**src/rtl/mem_access_unit.sv**
```systemverilog
// Memory stage: single-outstanding valid/ready load/store with pipeline stall; non-memory ops pass straight through.
// Optional bus watchdog (BusErr) is enabled by defining MEM_ACCESS_TIMEOUT_EN.
module mem_access_unit #(
    parameter int unsigned DATA_WIDTH = 64
`ifdef MEM_ACCESS_TIMEOUT_EN
    ,
    parameter int unsigned TIMEOUT_CYC = 255
`endif
) (
    input  logic                  Clk,
    input  logic                  Rst,
    input  logic [DATA_WIDTH-1:0] RdWriteDataIn,
    input  logic [4:0]            RdAddrIn,
    input  logic                  RdWriteEnableIn,
    input  logic [DATA_WIDTH-1:0] ImmIn,
    input  logic [6:0]            OpCodeIn,
    input  logic [2:0]            Funct3In,
    input  logic [DATA_WIDTH-1:0] Rs1ReadDataIn,
    input  logic [DATA_WIDTH-1:0] Rs2ReadDataIn,
    output logic                  MemReqValid,
    input  logic                  MemReqReady,
    output logic [DATA_WIDTH-1:0] MemAddr,
    output logic                  MemWriteEnable,
    output logic [DATA_WIDTH-1:0] MemWriteData,
    output logic [7:0]            MemWriteMask,
    input  logic                  MemRespValid,
    input  logic [DATA_WIDTH-1:0] MemRespData,
    output logic [DATA_WIDTH-1:0] RdWriteDataOut,
    output logic [4:0]            RdAddrOut,
    output logic                  RdWriteEnableOut,
    output logic                  StallReq,
    output logic                  MisalignErr,
    output logic                  BusErr
);

    typedef enum logic [1:0] {S_IDLE, S_REQ, S_WAIT, S_DONE} state_t;

    state_t                  state_q, state_d;
    logic [DATA_WIDTH-1:0]   addr_q, addr_d;
    logic [2:0]              off_q, off_d;
    logic [DATA_WIDTH-1:0]   wdata_q, wdata_d;
    logic [7:0]              wmask_q, wmask_d;
    logic                    store_q, store_d;
    logic [2:0]              f3_q, f3_d;
    logic [4:0]              rd_q, rd_d;
    logic                    rdwe_q, rdwe_d;
    logic [DATA_WIDTH-1:0]   rdata_q, rdata_d;
    logic                    timed_out;

    logic [DATA_WIDTH-1:0]   ea, st_data, ld_shift, ld_ext;
    logic [7:0]              st_mask;
    logic                    is_load, is_store, is_mem, misalign, go_mem;

    assign ea       = Rs1ReadDataIn + ImmIn;
    assign is_load  = (OpCodeIn == 7'b0000011);
    assign is_store = (OpCodeIn == 7'b0100011);
    assign is_mem   = is_load | is_store;
    assign go_mem   = is_mem & ~misalign;
    assign st_data  = Rs2ReadDataIn << {ea[2:0], 3'b000};
    assign ld_shift = MemRespData >> {off_q, 3'b000};

    always_comb begin
        misalign = 1'b0;
        st_mask  = 8'hFF;
        case (Funct3In[1:0])
            2'b00: begin misalign = 1'b0;     st_mask = 8'h01 << ea[2:0]; end
            2'b01: begin misalign = ea[0];    st_mask = 8'h03 << ea[2:0]; end
            2'b10: begin misalign = |ea[1:0]; st_mask = 8'h0F << ea[2:0]; end
            default: begin misalign = |ea[2:0]; st_mask = 8'hFF; end
        endcase
    end

    always_comb begin
        ld_ext = ld_shift;
        case (f3_q)
            3'b000:  ld_ext = {{56{ld_shift[7]}},  ld_shift[7:0]};
            3'b001:  ld_ext = {{48{ld_shift[15]}}, ld_shift[15:0]};
            3'b010:  ld_ext = {{32{ld_shift[31]}}, ld_shift[31:0]};
            3'b100:  ld_ext = {56'b0, ld_shift[7:0]};
            3'b101:  ld_ext = {48'b0, ld_shift[15:0]};
            3'b110:  ld_ext = {32'b0, ld_shift[31:0]};
            default: ld_ext = ld_shift;
        endcase
    end

`ifdef MEM_ACCESS_TIMEOUT_EN
    localparam logic [7:0] TMO_LAST = 8'(TIMEOUT_CYC - 1);
    logic [7:0] cnt_q, cnt_d;
    logic       tmo_q, tmo_d;
    assign timed_out = tmo_q;
`else
    assign timed_out = 1'b0;
`endif

    always_comb begin
        state_d = state_q;
        addr_d  = addr_q;
        off_d   = off_q;
        wdata_d = wdata_q;
        wmask_d = wmask_q;
        store_d = store_q;
        f3_d    = f3_q;
        rd_d    = rd_q;
        rdwe_d  = rdwe_q;
        rdata_d = rdata_q;
        case (state_q)
            S_IDLE: if (go_mem) begin
                state_d = S_REQ;
                addr_d  = {ea[DATA_WIDTH-1:3], 3'b000};
                off_d   = ea[2:0];
                store_d = is_store;
                f3_d    = Funct3In;
                rd_d    = RdAddrIn;
                rdwe_d  = RdWriteEnableIn;
                wdata_d = is_store ? st_data : '0;
                wmask_d = is_store ? st_mask : '0;
            end
            S_REQ:  if (MemReqReady) state_d = S_WAIT;
            S_WAIT: if (MemRespValid) begin
                state_d = S_DONE;
                rdata_d = store_q ? '0 : ld_ext;
            end
            default: state_d = S_IDLE;
        endcase
`ifdef MEM_ACCESS_TIMEOUT_EN
        tmo_d = (state_q == S_IDLE) ? 1'b0 : tmo_q;
        // Watchdog only fires while the FSM is parked in REQ/WAIT; any transition restarts it.
        if ((state_q == S_REQ || state_q == S_WAIT) && state_d == state_q && cnt_q == TMO_LAST) begin
            state_d = S_DONE;
            tmo_d   = 1'b1;
        end
        if (state_d != state_q)
            cnt_d = '0;
        else if (state_q == S_REQ || state_q == S_WAIT)
            cnt_d = cnt_q + 8'd1;
        else
            cnt_d = '0;
`endif
    end

    always_ff @(posedge Clk or posedge Rst) begin
        if (Rst) begin
            state_q <= S_IDLE;
            addr_q  <= '0;
            off_q   <= '0;
            wdata_q <= '0;
            wmask_q <= '0;
            store_q <= 1'b0;
            f3_q    <= '0;
            rd_q    <= '0;
            rdwe_q  <= 1'b0;
            rdata_q <= '0;
`ifdef MEM_ACCESS_TIMEOUT_EN
            cnt_q   <= '0;
            tmo_q   <= 1'b0;
`endif
        end else begin
            state_q <= state_d;
            addr_q  <= addr_d;
            off_q   <= off_d;
            wdata_q <= wdata_d;
            wmask_q <= wmask_d;
            store_q <= store_d;
            f3_q    <= f3_d;
            rd_q    <= rd_d;
            rdwe_q  <= rdwe_d;
            rdata_q <= rdata_d;
`ifdef MEM_ACCESS_TIMEOUT_EN
            cnt_q   <= cnt_d;
            tmo_q   <= tmo_d;
`endif
        end
    end

    assign MemAddr      = addr_q;
    assign MemWriteData = wdata_q;
    assign MemWriteMask = wmask_q;

    // IDLE is a combinational bypass, so reset must also mask the pass-through path.
    always_comb begin
        MemReqValid      = 1'b0;
        MemWriteEnable   = 1'b0;
        StallReq         = 1'b0;
        MisalignErr      = 1'b0;
        BusErr           = 1'b0;
        RdWriteDataOut   = '0;
        RdAddrOut        = '0;
        RdWriteEnableOut = 1'b0;
        if (!Rst) begin
            case (state_q)
                S_IDLE: begin
                    RdWriteDataOut   = RdWriteDataIn;
                    RdAddrOut        = RdAddrIn;
                    RdWriteEnableOut = RdWriteEnableIn & ~is_mem;
                    StallReq         = go_mem;
                    MisalignErr      = is_mem & misalign;
                end
                S_REQ: begin
                    MemReqValid    = 1'b1;
                    MemWriteEnable = store_q;
                    StallReq       = 1'b1;
                    RdAddrOut      = rd_q;
                end
                S_WAIT: begin
                    StallReq  = 1'b1;
                    RdAddrOut = rd_q;
                end
                default: begin
                    RdAddrOut        = rd_q;
                    RdWriteDataOut   = store_q ? '0 : rdata_q;
                    RdWriteEnableOut = ~store_q & rdwe_q & ~timed_out;
                    BusErr           = timed_out;
                end
            endcase
        end
    end

endmodule

```
**config.mk**
```make
export PLATFORM = sky130hd
export DESIGN_NAME = mem_access_unit
export DESIGN_NICKNAME = d
export VERILOG_FILES = /design/src/rtl/mem_access_unit.sv
export SDC_FILE = /design/constraint.sdc
export NUM_CORES = 1
export LEC_CHECK = 0
export ABC_AREA = 1
export CAP_MARGIN = 15
export CORE_AREA = 2 2 214 216
export CTS_CLUSTER_SIZE = 20
export DETAILED_ROUTE_END_ITERATION = 12
export DIE_AREA = 0 0 216 218
export MAX_ROUTING_LAYER = met4
export PLACE_DENSITY = 0.77
export SLEW_MARGIN = 15
export SYNTH_ARGS = -nofsm -noshare
export SYNTH_HDL_FRONTEND = slang
export SYNTH_SLANG_ARGS = --single-unit
```
**constraint.sdc**
```tcl
create_clock -name Clk -period 8.13 [get_ports Clk]
set_input_delay 1.626 -clock Clk [delete_from_list [all_inputs] [get_ports Clk]]
set_output_delay 1.626 -clock Clk [all_outputs]
set_load 0.01 [all_outputs]
```
==> impl_metrics.py, run 1 <==
metrics = {
    "status": {
        "outcome": "completed",
    },
    "worst_setup_path": {
        "worstPathMaxFanout": 52,
        "crit_path_max_incr_delay_ns": 0.60,
        "cp_slowest_cell": "clkdlybuf4s50_1",
        "cp_top_family": "simple AND/OR/NAND/NOR gates",
        "crit_buf_inv": 3,
        "end_kind": "output pin",
        "worstPathArrival_ns": 5.31,
        "critPathKind": "in2out",
        "critical_path_required_ns": 6.50,
        "cp_cell_sequence": "clkdlybuf4s50_1 > ha_2 > fa_1 > or2_1 > nand2_4 > nand2_4 > a21oi_2 > nand2_2 > nor2_4 > inv_4 > a21oi_1 > clkdlybuf4s50_1",
        "startpoint_type": "input pin",
    },
    "yosys": {
        "synth-async-reset-ratio_pct": 100,
        "yosysTopAreaCell": "dfrtp_1",
        "synth_edf_count": 0,
        "dominantRegCellSynth": "dfrtp_1",
        "yosysTopAreaCellShare_pct": 28.9,
        "yosys_warnings": 0,
        "avgSynthCellArea_sq_um": 6.04,
        "synthTopCellsByArea": "dfrtp_1, nand2_1, inv_1",
        "ys_ff_latch": 212,
        "synth_cell_types": 51,
        "syn_area_sq_um": 18300,
        "ys_seq_area_share_pct": 28.9,
        "syn_inst": 3037,
    },
    "cts": {
        "cts_buffers": 26,
        "clkTransAtPathRegs_ns": 0.06,
        "cts_tree": "built",
        "clkLatencyLatePin_ns": 0.57,
        "cts-root-buf": "clkbuf_16",
        "clock_sinks": 212,
        "cts_setup_buffers": 0,
        "hold_buffers": 0,
        "clock_path_buffers": 3,
        "cts_resized": 0,
        "cts_max_level": 1,
    },
    "job": {
        "max-cap-violations": 0,
    },
    "place": {
        "hpwl_mm": 60.9,
        "dp.cells": 4056,
        "port_buffers": 546,
        "place.gp.congestion": 1.04,
        "pre_cts_slack_ns": 1.21,
    },
    "grt": {
        "grtUsageTotal_pct": 33.4,
        "grt_pass1_wl_mm": 119,
        "grt-ovfl-total": 0,
        "grt_max_degree": 129,
        "antenna_found_initial": 3,
        "grt_pass1_vias": 20390,
    },
    "pwr": {
        "p_comb_share_pct": 49.4,
        "p_int_mw": 3.10,
        "p_leak_nw": 12.6,
        "p_clk_share_pct": 25.0,
        "swShare_pct": 42.2,
        "p_per_area_nw_per_um2": 214,
        "p_seq_share_pct": 25.6,
        "switchingPower_mw": 2.26,
        "peakVddDrop_mv": 0.149,
    },
    "die": {
        "io_pins": 551,
        "rows": 78,
        "initial_core_util_pct": 40.9,
        "die_w_um": 216,
        "die_area_sq_um": 47100,
        "die_h_um": 218,
        "core_sq_um": 44900,
    },
    "sta": {
        "maxSlewViolCount": 0,
        "rsz0062_at_grt": "false",
        "hold_viol": 0,
        "skew_ns": 0.0122,
        "slew_headroom_pct": 23.1,
        "fin_crit_sh_pct": 85.3,
        "holdWs_ns": 0.475,
        "layout_setup_ws_ns": 1.20,
        "timing.fmax_ghz": 0.144,
        "setup_viol": 0,
        "timing.setup.tns_ns": 0,
        "worst_pin_slew_ns": 1.15,
        "layout_min_cycle_time_ns": 6.93,
    },
    "route": {
        "vias_per_cell": 5.26,
        "antenna_left": 0,
        "drt-pass1-iter-count": 6,
        "drc": 0,
        "drt_wl_total_mm": 78.4,
        "wl_per_cell_um": 19.1,
        "drtIter0Drc": 2183,
        "vias": 21600,
    },
    "finish": {
        "num-fill-cells": 4502,
        "layout-drive-gt1-share_pct": 3.40,
        "syn2layout_area_growth_pct": 36.7,
        "fin_cells": 4106,
        "final_common_cell": "nand2_1",
        "mostFrequentLayoutCells": "nand2_1, clkdlybuf4s50_1, inv_1",
        "layout.nets": 3896,
    },
    "min_path": {
        "hold_path.class": "reg2reg",
    },
}
==> path summary, 6_finish.rpt <==
check	cells past startpoint	slack [ns]	start	end
max in group asynchronous	4	5.18	Rst	MemAddr[19]
worst max register to register	9	4.50	state_q[0]	MemWriteData[10]
worst min-delay path	2	0.48	rd_q[3]	rd_q[3]
worst max-delay path	12	1.20	ImmIn[0]	StallReq
worst min register to register	2	0.48	rd_q[3]	rd_q[3]
min in group asynchronous	3	1.82	Rst	rdata_q[43]
==> worst min-delay path: cells and delay by family (launching register included) <==
family | cells | cell delay (ns)
flip-flops | 1 | 0.34
AND/OR/NAND/NOR | 2 | 0.10
==> synth_stat cells, types with 9 or more instances <==
cell type	instances
nand2_1	1198
inv_1	384
a21oi_1	228
dfrtp_1	212
o21ai_0	181
nor2_1	171
nand3_1	160
clkbuf_1	83
o21ai_1	75
ha_1	71
buf_2	39
xnor2_1	27
o31ai_2	23
buf_4	17
nor3_1	17
a31oi_1	16
o211ai_1	14
buf_1	12
nand4_1	11
mux2i_1	9
==> kinds of logic after synthesis <==
| logic type | after synthesis | share of synthesized area [%] |
|---|---|---|
| buffers and inverters | 539 | 11.6 |
| flip-flops | 212 | 28.9 |
| AO/OA/AOI/OAI | 589 | 18.2 |
| AND/OR/NAND/NOR | 1587 | 34.4 |
| multiplexers | 9 | 0.491 |
| XOR/XNOR | 28 | 1.34 |
| other | 1 | 0.0204 |
| adder cells (fa/ha/maj) | 72 | 4.95 |
==> metrics by stage <==
step                area (sq um)  utilization [%]  power, mW
floorplan                  18400                -       2.85
global placement           24100             53.7       3.99
detailed placement         24100             53.7       4.00
CTS                        25100             55.8       5.35
global route               25100             55.8       5.69
finish                     25100             55.8       5.37
==> registers in the layout (all words and copies together) (netlist names) <==
| name | count |
|---|---|
| f3_q | 3 |
| MemWriteMask | 8 |
| MemWriteData | 64 |
| rdata_q | 64 |
| off_q | 3 |
| rd_q | 5 |
| MemAddr | 61 |
| rdwe_q | 1 |
| store_q | 1 |
| state_q | 2 |
==> per-layer routing <==
layer	GRT usage, %	wire (um)	vias to the layer above
met5	-	0	-
met4	11.3	2970	0
met3	5.70	7070	145
met2	51.6	34800	997
met1	44.3	33500	9897
li1	-	-	10561
==> layout make-up <==
class,instances,area (sq um),area share (%)
Tap cell,600,751,2.99
Antenna cell,3,7.51,0.0299
Sequential cell,212,5310,21.2
Clock inverter,13,210,0.838
Clock buffer,34,762,3.04
Timing Repair Buffer,567,5640,22.5
Inverter,388,1460,5.83
Multi-Input combinational cell,2289,10900,43.6
==> power by group through the flow <==
stage | clock network, mW | logic (mW) | registers [mW]
6_report | 1.34 | 2.65 | 1.37
5_1_grt | 1.39 | 2.90 | 1.39
2_1_floorplan | 0 | 1.47 | 1.39
3_5_place_dp | 0 | 2.61 | 1.38
3_3_place_gp | 0 | 2.61 | 1.38
4_1_cts | 1.35 | 2.63 | 1.37
(Power assumes the default switching activity.)
==> run 2: changes to the inputs <==
- CELL_PAD_IN_SITES_DETAIL_PLACEMENT: not set -> 2
- CELL_PAD_IN_SITES_GLOBAL_PLACEMENT: not set -> 2
- CORE_AREA: 2 2 214 216 -> not set
- CORE_MARGIN: not set -> 2
- CORE_UTILIZATION: not set -> 22
- DIE_AREA: 0 0 216 218 -> not set
- PLACE_DENSITY: 0.77 -> 0.81
==> impl_metrics.py, run 2 (same netlist as run 1, synthesis figures left out) <==
metrics = {
    "status": {
        "outcome": "completed",
    },
    "place": {
        "place.gp.congestion": 0.890,
        "port_buffers": 546,
        "hpwl_mm": 79.5,
    },
    "worst_setup_path": {
        "critical_path_required_ns": 6.50,
        "worstPathMaxFanout": 72,
        "end_kind": "output pin",
        "worstReg2RegStart": "state_q[0]",
        "startpoint_type": "input pin",
        "worstPathArrival_ns": 5.00,
        "r2r_cells": 7,
        "critPathKind": "in2out",
        "startpoint": "ImmIn[0]",
    },
    "die": {
        "initial_core_util_pct": 22.3,
        "die_h_um": 293,
        "die_w_um": 293,
        "die_area_sq_um": 85700,
        "core_sq_um": 82400,
        "rows": 105,
        "io_pins": 551,
    },
    "cts": {
        "cts_tree": "built",
        "cts_buffers": 29,
        "clkLatencyLatePin_ns": 0.60,
        "clock_sinks": 212,
        "hold_buffers": 0,
        "cts_setup_buffers": 0,
        "clkTransAtPathRegs_ns": 0.05,
        "cts_max_level": 1,
        "clock_path_buffers": 3,
        "cts_resized": 0,
        "cts-root-buf": "clkbuf_16",
    },
    "finish": {
        "layout.nets": 3903,
        "postLayoutCoreUtil_pct": 31.4,
        "num-fill-cells": 9938,
        "layout-drive-gt1-share_pct": 3.67,
        "mostFrequentLayoutCells": "nand2_1, clkdlybuf4s50_1, inv_1",
        "final_common_cell": "nand2_1",
        "syn2layout_area_growth_pct": 41.0,
    },
    "route": {
        "vias": 22157,
        "drc": 0,
        "wl_per_cell_um": 21.7,
        "drt-pass1-iter-count": 5,
        "drtIter0Drc": 1241,
        "antenna_left": 0,
        "vias_per_cell": 4.82,
        "drt_wl_total_mm": 99.9,
    },
    "sta": {
        "rsz0062_at_grt": "false",
        "layout_min_cycle_time_ns": 6.62,
        "setup_viol": 0,
        "slew_headroom_pct": 22.6,
        "timing.fmax_ghz": 0.151,
        "hold_viol": 0,
        "fin_crit_sh_pct": 81.5,
        "worst_pin_slew_ns": 1.16,
        "skew_ns": 0.0212,
        "timing.setup.tns_ns": 0,
        "maxSlewViolCount": 0,
    },
    "grt": {
        "grt_max_degree": 95,
        "antenna_found_initial": 14,
        "grt-ovfl-total": 0,
        "grt_busiest_layer": "met2",
        "use_met2_pct": 38.3,
        "grt_use_met3_pct": 4.93,
        "use_met1_pct": 28.9,
        "grt_pass1_vias": 23908,
        "grtUsageTotal_pct": 23.4,
        "grt_pass1_wl_mm": 149,
    },
    "pwr": {
        "p_per_area_nw_per_um2": 222,
        "peakVddDrop_mv": 0.193,
        "p_leak_nw": 12.7,
    },
    "job": {
        "max-cap-violations": 0,
    },
    "min_path": {
        "hold_path.startpoint": "rd_q[3]",
        "hold_path.class": "reg2reg",
        "whs_path_depth": 2,
    },
}
[run 2: routing by layer]
metal / vias to the layer above / wire (um)
met1: 10901 / 43900
met2: 563 / 47500
li1: 10572 / -
met5: - / 0
met4: 0 / 2840
met3: 121 / 5720
[run 2: per-stage QoR]
step / power, mW / cells / hold slack (ns) / worst slack [ns] / area [sq um]
after floorplan: 2.85 / 3040 / 0.437 / 0.861 / 18400
after global placement: 4.15 / 4530 / 0.453 / 1.54 / 24700
after detailed placement: 4.22 / 4530 / 0.466 / 1.48 / 24700
after CTS: 5.78 / 4583 / 0.481 / 1.50 / 25800
after global routing: 6.09 / 4596 / 0.505 / 1.34 / 25900
final: 5.73 / 4598 / 0.479 / 1.51 / 25900
[run 2: final cells by class]
class / instances / area (sq um) / area share [%]
diodes: 15 / 37.5 / 0.145
multi-input cells: 2289 / 10900 / 42.3
clock inverters: 16 / 295 / 1.14
repair buffers: 571 / 5670 / 21.9
well taps: 1070 / 1340 / 5.18
inverters: 388 / 1470 / 5.67
clock buffers: 37 / 806 / 3.12
flip-flops and latches: 212 / 5310 / 20.5
[run 2: worst max-delay path: stages]
cell and delay, ns:
clkdlybuf4s50_1 0.50, ha_2 0.21, fa_2 0.48, nor2_4 0.44, nand2_4 0.19, a21oi_2 0.20
nand2_2 0.10, nor2_4 0.16, inv_6 0.22, a21oi_1 0.24, clkdlybuf4s50_1 0.57
[run 2: worst paths after layout]
| check | to | slack, ns |
|---|---|---|
| max in group asynchronous | MemAddr[22] | 5.20 |
| hold / removal | rd_q[3] | 0.48 |
| setup / recovery | StallReq | 1.51 |
| setup reg to reg | MemWriteData[49] | 4.30 |
| min in group asynchronous | rd_q[1] | 1.91 |
| hold reg to reg | rd_q[3] | 0.48 |
[run 2: power breakdown]
| part | switching (mW) | total, mW | internal [mW] |
|---|---|---|---|
| combinational | 1.79 | 2.84 | 1.05 |
| sequential | 0.134 | 1.38 | 1.24 |
| clock | 0.565 | 1.52 | 0.950 |
| total | 2.49 | 5.73 | 3.24 |
